**src/rtl/tc_mul_pkg.sv**
```systemverilog
// Shared helpers for the TrackletCalculator pipelined multiplier: product
// width, signed saturation bounds and parameter legality.
package tc_mul_pkg;

    localparam int unsigned BOUND_W = 128;

    typedef logic signed [BOUND_W-1:0] bound_t;

    // Full signed product width after one-bit extension of each operand.
    function automatic int unsigned prod_w(input int unsigned a_w, input int unsigned b_w);
        return a_w + b_w + 2;
    endfunction

    // Largest value representable in a w-bit two's complement word.
    function automatic bound_t smax(input int unsigned w);
        return (bound_t'(1) <<< (w - 1)) - bound_t'(1);
    endfunction

    // Smallest value representable in a w-bit two's complement word.
    function automatic bound_t smin(input int unsigned w);
        return -(bound_t'(1) <<< (w - 1));
    endfunction

    // Legal parameter space of the multiplier.
    function automatic logic params_ok(input int unsigned stages,
                                       input int unsigned shift,
                                       input int unsigned out_w,
                                       input int unsigned a_w,
                                       input int unsigned b_w);
        return (stages >= 1) && (stages <= 4) &&
               (shift <= a_w + b_w - 1) &&
               (out_w >= 2) && (out_w <= a_w + b_w + 1);
    endfunction

endpackage

```
**src/rtl/tc_mul_round_sat.sv**
```systemverilog
// Post-multiply scaling: optional half-up rounding, arithmetic right shift,
// range check and either saturation or wrap into the OUT_W result.
module tc_mul_round_sat
    import tc_mul_pkg::*;
#(
    parameter int unsigned PW    = 33,
    parameter int unsigned SHIFT = 0,
    parameter int unsigned ROUND = 0,
    parameter int unsigned SAT   = 1,
    parameter int unsigned OUT_W = 31
) (
    input  logic signed [PW-1:0]    prod,
    output logic        [OUT_W-1:0] res_c,
    output logic                    ovf_c
);

    // One guard bit so the rounding add can never overflow.
    localparam int unsigned RW  = PW + 1;
    localparam int unsigned RSH = (SHIFT > 0) ? SHIFT - 1 : 0;
    localparam logic [RW-1:0] RND = ((ROUND != 0) && (SHIFT > 0)) ? (RW'(1) << RSH) : '0;
    localparam logic signed [RW-1:0] MAXV = RW'(smax(OUT_W));
    localparam logic signed [RW-1:0] MINV = RW'(smin(OUT_W));

    logic signed [RW-1:0] sum;
    logic signed [RW-1:0] r;
    logic                 hi;
    logic                 lo;

    // Round, shift, range-check and clamp or wrap.
    always_comb begin
        sum   = $signed({prod[PW-1], prod}) + $signed(RND);
        r     = sum >>> SHIFT;
        hi    = r > MAXV;
        lo    = r < MINV;
        ovf_c = hi | lo;
        res_c = r[OUT_W-1:0];
        if (SAT != 0) begin
            if (hi) begin
                res_c = MAXV[OUT_W-1:0];
            end else if (lo) begin
                res_c = MINV[OUT_W-1:0];
            end
        end
    end

endmodule

```
**src/rtl/tc_pipe_mul.sv**
```systemverilog
// Parametrised pipelined fixed-point multiplier with valid/ready handshake.
// Stage 1 holds operands, middle stages hold the raw product, the last stage
// holds the scaled result. One global enable advances or freezes everything.
module tc_pipe_mul
    import tc_mul_pkg::*;
#(
    parameter int unsigned A_W      = 13,
    parameter int unsigned B_W      = 18,
    parameter int unsigned A_SIGNED = 0,
    parameter int unsigned B_SIGNED = 1,
    parameter int unsigned STAGES   = 3,
    parameter int unsigned SHIFT    = 0,
    parameter int unsigned ROUND    = 0,
    parameter int unsigned SAT      = 1,
    parameter int unsigned OUT_W    = 31
) (
    input  logic             ap_clk,
    input  logic             ap_rst,
    input  logic             in_valid,
    output logic             in_ready,
    input  logic [A_W-1:0]   a,
    input  logic [B_W-1:0]   b,
    output logic             out_valid,
    input  logic             out_ready,
    output logic [OUT_W-1:0] p,
    output logic             ovf
);

    localparam int unsigned PW = prod_w(A_W, B_W);
    localparam int unsigned NM = (STAGES > 2) ? STAGES - 2 : 0;

    if (!params_ok(STAGES, SHIFT, OUT_W, A_W, B_W)) begin : g_bad_params
        $error("tc_pipe_mul: illegal STAGES, SHIFT or OUT_W");
    end

    logic                 en;
    logic [STAGES-1:0]    vld;
    logic signed [A_W:0]  a_x;
    logic signed [B_W:0]  b_x;
    logic signed [A_W:0]  a_s;
    logic signed [B_W:0]  b_s;
    logic signed [PW-1:0] prod_m;
    logic signed [PW-1:0] prod_l;
    logic [OUT_W-1:0]     res_c;
    logic                 ovf_c;

    // Pipeline advances whenever the output slot is empty or being drained.
    assign en        = out_ready | ~out_valid;
    assign in_ready  = en;
    assign out_valid = vld[STAGES-1];

    // Extend each operand by one bit so the signed product is exact.
    assign a_x = $signed({a[A_W-1] & (A_SIGNED != 0), a});
    assign b_x = $signed({b[B_W-1] & (B_SIGNED != 0), b});

    // Valid chain shifts with the data; bubbles travel as zeros.
    always_ff @(posedge ap_clk) begin
        if (ap_rst) begin
            vld <= '0;
        end else if (en) begin
            vld <= (vld << 1) | STAGES'(in_valid);
        end
    end

    if (STAGES >= 2) begin : g_opreg
        logic signed [A_W:0] a_q;
        logic signed [B_W:0] b_q;

        // Operand registers (stage 1).
        always_ff @(posedge ap_clk) begin
            if (ap_rst) begin
                a_q <= '0;
                b_q <= '0;
            end else if (en) begin
                a_q <= a_x;
                b_q <= b_x;
            end
        end

        assign a_s = a_q;
        assign b_s = b_q;
    end else begin : g_opcomb
        assign a_s = a_x;
        assign b_s = b_x;
    end

    assign prod_m = PW'(a_s) * PW'(b_s);

    for (genvar s = 0; s < NM; s++) begin : g_mreg
        logic signed [PW-1:0] d;
        logic signed [PW-1:0] q;

        if (s == 0) begin : g_first
            assign d = prod_m;
        end else begin : g_next
            assign d = g_mreg[s-1].q;
        end

        // Raw product register (middle stage).
        always_ff @(posedge ap_clk) begin
            if (ap_rst) begin
                q <= '0;
            end else if (en) begin
                q <= d;
            end
        end
    end

    if (NM == 0) begin : g_no_mreg
        assign prod_l = prod_m;
    end else begin : g_tap_mreg
        assign prod_l = g_mreg[NM-1].q;
    end

    tc_mul_round_sat #(
        .PW    (PW),
        .SHIFT (SHIFT),
        .ROUND (ROUND),
        .SAT   (SAT),
        .OUT_W (OUT_W)
    ) u_round_sat (
        .prod  (prod_l),
        .res_c (res_c),
        .ovf_c (ovf_c)
    );

    // Output register (last stage).
    always_ff @(posedge ap_clk) begin
        if (ap_rst) begin
            p   <= '0;
            ovf <= 1'b0;
        end else if (en) begin
            p   <= res_c;
            ovf <= ovf_c;
        end
    end

endmodule

```
**config.mk**
```make
export PLATFORM = sky130hd
export DESIGN_NAME = tc_pipe_mul
export DESIGN_NICKNAME = d
export VERILOG_FILES = /design/src/rtl/tc_mul_pkg.sv /design/src/rtl/tc_mul_round_sat.sv /design/src/rtl/tc_pipe_mul.sv
export SDC_FILE = /design/constraint.sdc
export NUM_CORES = 1
export LEC_CHECK = 0
export CORE_UTILIZATION = 58
export DETAILED_ROUTE_END_ITERATION = 16
export PLACE_DENSITY = 0.78
export SYNTH_ARGS = -nofsm -noshare
export SYNTH_HDL_FRONTEND = slang
export SYNTH_SLANG_ARGS = --single-unit
export TNS_END_PERCENT = 10
```
**constraint.sdc**
```tcl
create_clock -name ap_clk -period 8.8 [get_ports ap_clk]
set_clock_uncertainty 0.15 [all_clocks]
set_input_delay 1.32 -clock ap_clk [delete_from_list [all_inputs] [get_ports ap_clk]]
set_output_delay 1.32 -clock ap_clk [all_outputs]
set_load 0.03 [all_outputs]
```
==> results_dict.tcl, run 1 <==
set metrics [dict create \
    status "complete, no violations" \
    grt_pass1_wl_um 50850 \
    synth-edff-count 0 \
    path_clk_slew_ns 0.08 \
    port-buffer-count 68 \
    synth_top_cells_by_count "inv_1, nand2_1, fa_1" \
    routed_wl_um 29800 \
    setup_viol_count_final 0 \
    crit_type "flop to flop" \
    cpPeakStageDelay_ns 0.76 \
    hold_violations 0 \
    yosys_register_bits 98 \
    antenna_found_initial 0 \
    crit_path_end_kind "flop" \
    dr.max_layer_used "met4" \
    numClockSinks 98 \
    critPathLaunchType "flop" \
    cts_root_buf "clkbuf_16" \
    via_count 9986 \
    drc 0 \
    rsz0062_at_grt "false" \
    synth_top_area_cell "fa_1" \
    htree_num_levels 3 \
    fin_area_mm2 0.01376 \
    path_common_cell "fa_1" \
    grt_pass1_vias 10780 \
    cap_viol_max_count 0 \
    synth.top_cells.by_area "fa_1, dfxtp_1, inv_1" \
    synthesis.nets 1875 \
    synth-main-ff-cell "dfxtp_1" \
    fillers 1806 \
    post-dp-hpwl_um 22940 \
    numCtsBuffers 9 \
    cp_cell_sequence "and2_1 > inv_1 > fa_1 > fa_1 > inv_1 > fa_1 > inv_1 > fa_1 > fa_1 > fa_1 > inv_1 > ha_1 > a21oi_1 > a21boi_0 > a311oi_1 > a21oi_1 > a31oi_4 > nor4_1 > a311o_1" \
    grt_max_degree 94 \
    synth.most_common_cell "inv_1" \
    fin_tns_setup_ns 0 \
    synthArstFlopShare 0 \
    route.met2.wl_um 15770 \
    cts_tree "yes" \
    first_pass_iters 5 \
    die_x_um 150.1 \
    postPlaceCellArea_mm2 0.01345 \
    powerDensity_mw_per_mm2 182.4 \
    drt_iter0_markers 547 \
    wl_met3_um 1205 \
    worstSkewPairLatency_ns 0.37 \
    core_mm2 0.02129 \
    ant_nets 0 \
    syn_area_mm2 0.01272 \
    fin_crit_ns 6.787 \
    gr-total-overflow 0 \
    ys_types 52 \
    via_per_inst 5.496 \
    timing.final.crit_share 0.7713 \
    cts_hold_buf 0 \
    wirelength_met1_um 11640 \
    ys_warn_count 0 \
    rows 53 \
    die_area_mm2 0.02253 \
    slew_headroom 0.2963 \
    diodes 0 \
    max_freq_mhz 147.3 \
    io_pins 69 \
    wl_per_cell_um 16.40 \
    cts_resized 0 \
    synth_top_area_share 0.3525 \
    cp.arrival_ns 6.89 \
    p_leak_uw 0.006679 \
    drive_above_1_share 0.02140 \
    synth_seq_area_share 0.1542 \
    start_util 0.5977 \
    timing_worst_slew_pin_value_ns 1.055 \
    post_cts_buffers 0 \
    area_growth_pct 8.124 \
    place_congestion 0.8783 \
    die_y_um 150.1 \
    track_usage 0.2908 \
    ir_drop_v 0.0001315 \
    cp_max_fo 19 \
    hp-class "flop to flop" \
    synthCells 1538 \
    cp_slowest_cell "dfxtp_1" \
    syn_area_per_cell_um2 8.272 \
    final_max_slew_viol_count 0 \
    clockBufferDepth 2 \
    crit_required_ns 8.90 \
    nets 1874 \
]
## stage by stage
stage	cells	util	hold WS [ns]	setup slack (ns)	power, µW
3_5_place_dp	1801	0.6320	0.3008	2.137	2085
3_3_place_gp	1801	0.6320	0.2919	2.241	2049
6_report	1817	0.6462	0.3052	2.013	2509
5_1_grt	1817	0.6462	0.3349	1.722	2734
4_1_cts	1817	0.6462	0.3115	2.065	2520
2_1_floorplan	1538	-	0.2821	2.697	1703
## per-layer routing
layer  GRT usage  vias to the layer above
met4      0.1237                        0
li1            -                     4695
met2      0.5403                      234
met1      0.3373                     4970
met5           0                        -
met3     0.03273                       87
## worst paths after layout
check          from         endpoint  slack (ns)  cells past startpoint
max          a_s[3]  g_mreg[0].q[30]        2.01                     19
min          vld[0]           vld[0]        0.31                      2
max reg2reg  a_s[3]  g_mreg[0].q[30]        2.01                     19
min reg2reg  vld[0]           vld[0]        0.31                      2
## layout make-up
type | instances | area, µm² | area share
Clock buffer | 10 | 229.0 | 0.01665
Clock inverter | 6 | 72.57 | 0.005276
Inverter | 285 | 1070 | 0.07777
Multi-Input combinational cell | 1070 | 9364 | 0.6807
Sequential cell | 98 | 1963 | 0.1427
Tap cell | 275 | 344.1 | 0.02501
Timing Repair Buffer | 73 | 713.2 | 0.05185
## kinds of logic (layout without fill, tap and decap cells)
group | after synthesis | in the layout | synth area share
flops | 98 | 98 | 0.1542
mux | 1 | 1 | 0.0007868
compound gates | 250 | 250 | 0.1129
buf+inv | 370 | 374 | 0.1103
simple gates | 488 | 488 | 0.1726
xor+xnor | 29 | 29 | 0.01996
fa+ha+maj | 302 | 302 | 0.4292
## layout by cell type, fill, tap and decap left out, drive strengths merged, types with 22 or more instances in the layout
cell type      instances
nand2                256
a21oi                106
inv                  289
xnor2                 22
dfxtp                 98
nor2                  91
o21ai                 88
and2                 101
fa                   224
clkdlybuf4s50         67
ha                    78
## state kept, by name, summed over array words and instances (netlist names)
name	cells
vld	3
b_s	18
p	31
g_mreg.q	32
ovf	1
a_s	13
## power breakdown
part / total, µW / switching, µW / internal, µW
Sequential: 716 / 152 / 564
Combinational: 1360 / 778 / 584
Clock: 431 / 205 / 226
Total: 2510 / 1140 / 1370
## critical path, delay by kind of cell, from the launching register on
family                   cells  cell delay (ns)
AO/OA/AOI/OAI                6             1.52
adder cells (fa/ha/maj)      7             3.51
flip-flops                   1             0.76
buffers and inverters        4             0.36
AND/OR/NAND/NOR              2             0.36
(Power assumes the default switching activity.)
==> run 2, diff against run 1 <==
--- a/config.mk
+++ b/config.mk
@@ -5,9 +5,9 @@
 export SDC_FILE = /design/constraint.sdc
 export NUM_CORES = 1
 export LEC_CHECK = 0
-export CORE_UTILIZATION = 58
+export CORE_UTILIZATION = 57
 export DETAILED_ROUTE_END_ITERATION = 16
-export PLACE_DENSITY = 0.78
+export PLACE_DENSITY = 0.79
 export SYNTH_ARGS = -nofsm -noshare
 export SYNTH_HDL_FRONTEND = slang
 export SYNTH_SLANG_ARGS = --single-unit
==> constraint.sdc (replaced) <==
create_clock -name ap_clk -period 5.9 [get_ports ap_clk]
set_clock_uncertainty 0.15 [all_clocks]
set_input_delay 0.885 -clock ap_clk [delete_from_list [all_inputs] [get_ports ap_clk]]
set_output_delay 0.885 -clock ap_clk [all_outputs]
set_load 0.03 [all_outputs]
==> results_dict.tcl, run 2 (synthesis gave the netlist of run 1 again) <==
set metrics [dict create \
    path_clk_slew_ns 0.08 \
    fin_cells 1959 \
    p_leak_uw 0.007426 \
    critPathLaunchType "flop" \
    p_int_uw 2257 \
    cp.arrival_ns 6.03 \
    via_count 10630 \
    cap_viol_max_count 0 \
    antenna_found_initial 0 \
    place_congestion 0.8882 \
    crit_type "flop to flop" \
    fin_crit_ns 5.975 \
    powerDensity_mw_per_mm2 269.0 \
    numClockSinks 98 \
    setup_viol_count_final 7 \
    path_common_cell "fa_1" \
    cts_tree "yes" \
    cp_slowest_cell "fa_1" \
    place_inst 1934 \
    post-dp-hpwl_um 24080 \
    max_freq_mhz 167.4 \
    cts_root_buf "clkbuf_16" \
    routed_wl_um 30900 \
    grt_pass1_vias 11140 \
    die_x_um 151.4 \
    p_sw_frac 0.4441 \
    gr-total-overflow 0 \
    cp_max_fo 6 \
    ir_drop_v 0.0001939 \
    first_pass_iters 8 \
    worst_hold_slack_ns 0.3073 \
    drt_iter0_markers 578 \
    htree_num_levels 3 \
    slew_headroom 0.3229 \
    timing.final.crit_share 1.013 \
    largest_reg_flops 32 \
    rows 54 \
    area_growth_pct 18.63 \
    drive_above_1_share 0.1263 \
    via_per_inst 5.426 \
    clockBufferDepth 2 \
    start_util 0.5830 \
    core_mm2 0.02182 \
    grt_max_degree 86 \
    worstSkewPairLatency_ns 0.36 \
    die_area_mm2 0.02292 \
    top_register "g_mreg.q" \
    rsz0062_at_grt "true" \
    timing_worst_slew_pin_value_ns 1.016 \
    switching_power_uw 1803 \
    track_usage 0.2934 \
    nets 2011 \
    finalPower_uw 4060 \
    crit_required_ns 5.96 \
    wl_per_cell_um 15.77 \
    grt_pass1_wl_um 52140 \
    path_delay_family "adder cells" \
    numCtsBuffers 9 \
    cp_cell_sequence "buf_6 > buf_4 > buf_4 > nand2_1 > fa_1 > fa_1 > inv_1 > fa_1 > fa_1 > fa_1 > inv_1 > fa_1 > inv_1 > ha_1 > a211oi_2 > o21ai_0 > a21oi_1 > nand3_2 > o221ai_2 > xnor2_1 > a211oi_1" \
    violations "setup timing" \
    power_frac_comb 0.597 \
    ant_nets 0 \
    mostFrequentLayoutCell "inv_1" \
    p_clk_frac 0.147 \
    cpPeakStageDelay_ns 0.54 \
    drc 0 \
    fin_ws_ns -0.07462 \
    port-buffer-count 68 \
    fillers 1629 \
    crit_path_end_kind "flop" \
    io_pins 69 \
    seqPwrFrac 0.256 \
    hp-class "flop to flop" \
    final_cell_mix "inv_1, nand2_1, fa_1" \
    die_y_um 151.4 \
    final_max_slew_viol_count 0 \
    fin_util 0.6915 \
    diodes 0 \
    place_ws_ns -0.1891 \
    status "complete, but fails checks" \
    hold_violations 0 \
    worst-path-buf-inv 6 \
]
==> run 2: stage by stage <==
step           area [µm²]    TNS, ns
6_report            15090    -0.2745
5_1_grt             15090     -2.995
4_1_cts             15030  -0.004880
3_5_place_dp        14520    -0.8744
3_3_place_gp        14520    -0.4166
2_1_floorplan       12730   -0.05658
==> run 2: path summary, 6_finish.rpt <==
path         startpoint               to  slack, ns  cells after the start
min               p[30]            p[30]       0.31                      2
max reg2reg      a_s[7]  g_mreg[0].q[31]      -0.07                     21
max              a_s[7]  g_mreg[0].q[31]      -0.07                     21
min reg2reg       p[30]            p[30]       0.31                      2
==> run 2: repair_timing <==
action | CTS | global route
setup endpoints to repair | 9 | 18
cloned | 0 | 0
hold buffers | 0 | 0
setup buffers | 9 | 0
endpoints found under the hold margin | 0 | 0
gates resized for setup | 41 | 16
pin swaps | 18 | 10
==> run 2: worst reg2reg max path, stage by stage, from the launching register on <==
cell,delay (ns)
dfxtp_1,0.37
buf_6,0.13
buf_4,0.15
buf_4,0.16
nand2_1,0.07
fa_1,0.47
fa_1,0.51
inv_1,0.05
fa_1,0.54
fa_1,0.43
fa_1,0.53
inv_1,0.07
fa_1,0.51
inv_1,0.04
ha_1,0.33
a211oi_2,0.23
o21ai_0,0.11
a21oi_1,0.22
nand3_2,0.21
o221ai_2,0.27
xnor2_1,0.17
a211oi_1,0.10
==> run 2: metal layers <==
layer,vias up,GRT usage,share of wire,wire [µm]
li1,4964,-,-,-
met1,5270,0.3535,0.39,12010
met2,305,0.5189,0.52,16200
met3,91,0.03283,0.046,1418
met4,0,0.1450,0.041,1269
met5,-,0,0,0
==> run 2: power by group through the flow <==
stage | registers (µW) | logic [µW] | clock network [µW]
2_1_floorplan | 1110 | 1430 | 0
3_3_place_gp | 1040 | 2250 | 0
3_5_place_dp | 1050 | 2320 | 0
4_1_cts | 1040 | 2380 | 603
5_1_grt | 1070 | 2720 | 627
6_report | 1040 | 2420 | 597
==> run 2: layout make-up <==
type                            instances  area (µm²)  share of cell area
Multi-Input combinational cell       1070        9519              0.6307
Sequential cell                        98        1994              0.1322
Inverter                              285        1070             0.07088
Clock buffer                            9       225.2             0.01492
Clock inverter                          7       62.56            0.004145
Tap cell                              280       350.3             0.02321
Timing Repair Buffer                  210        1871              0.1239
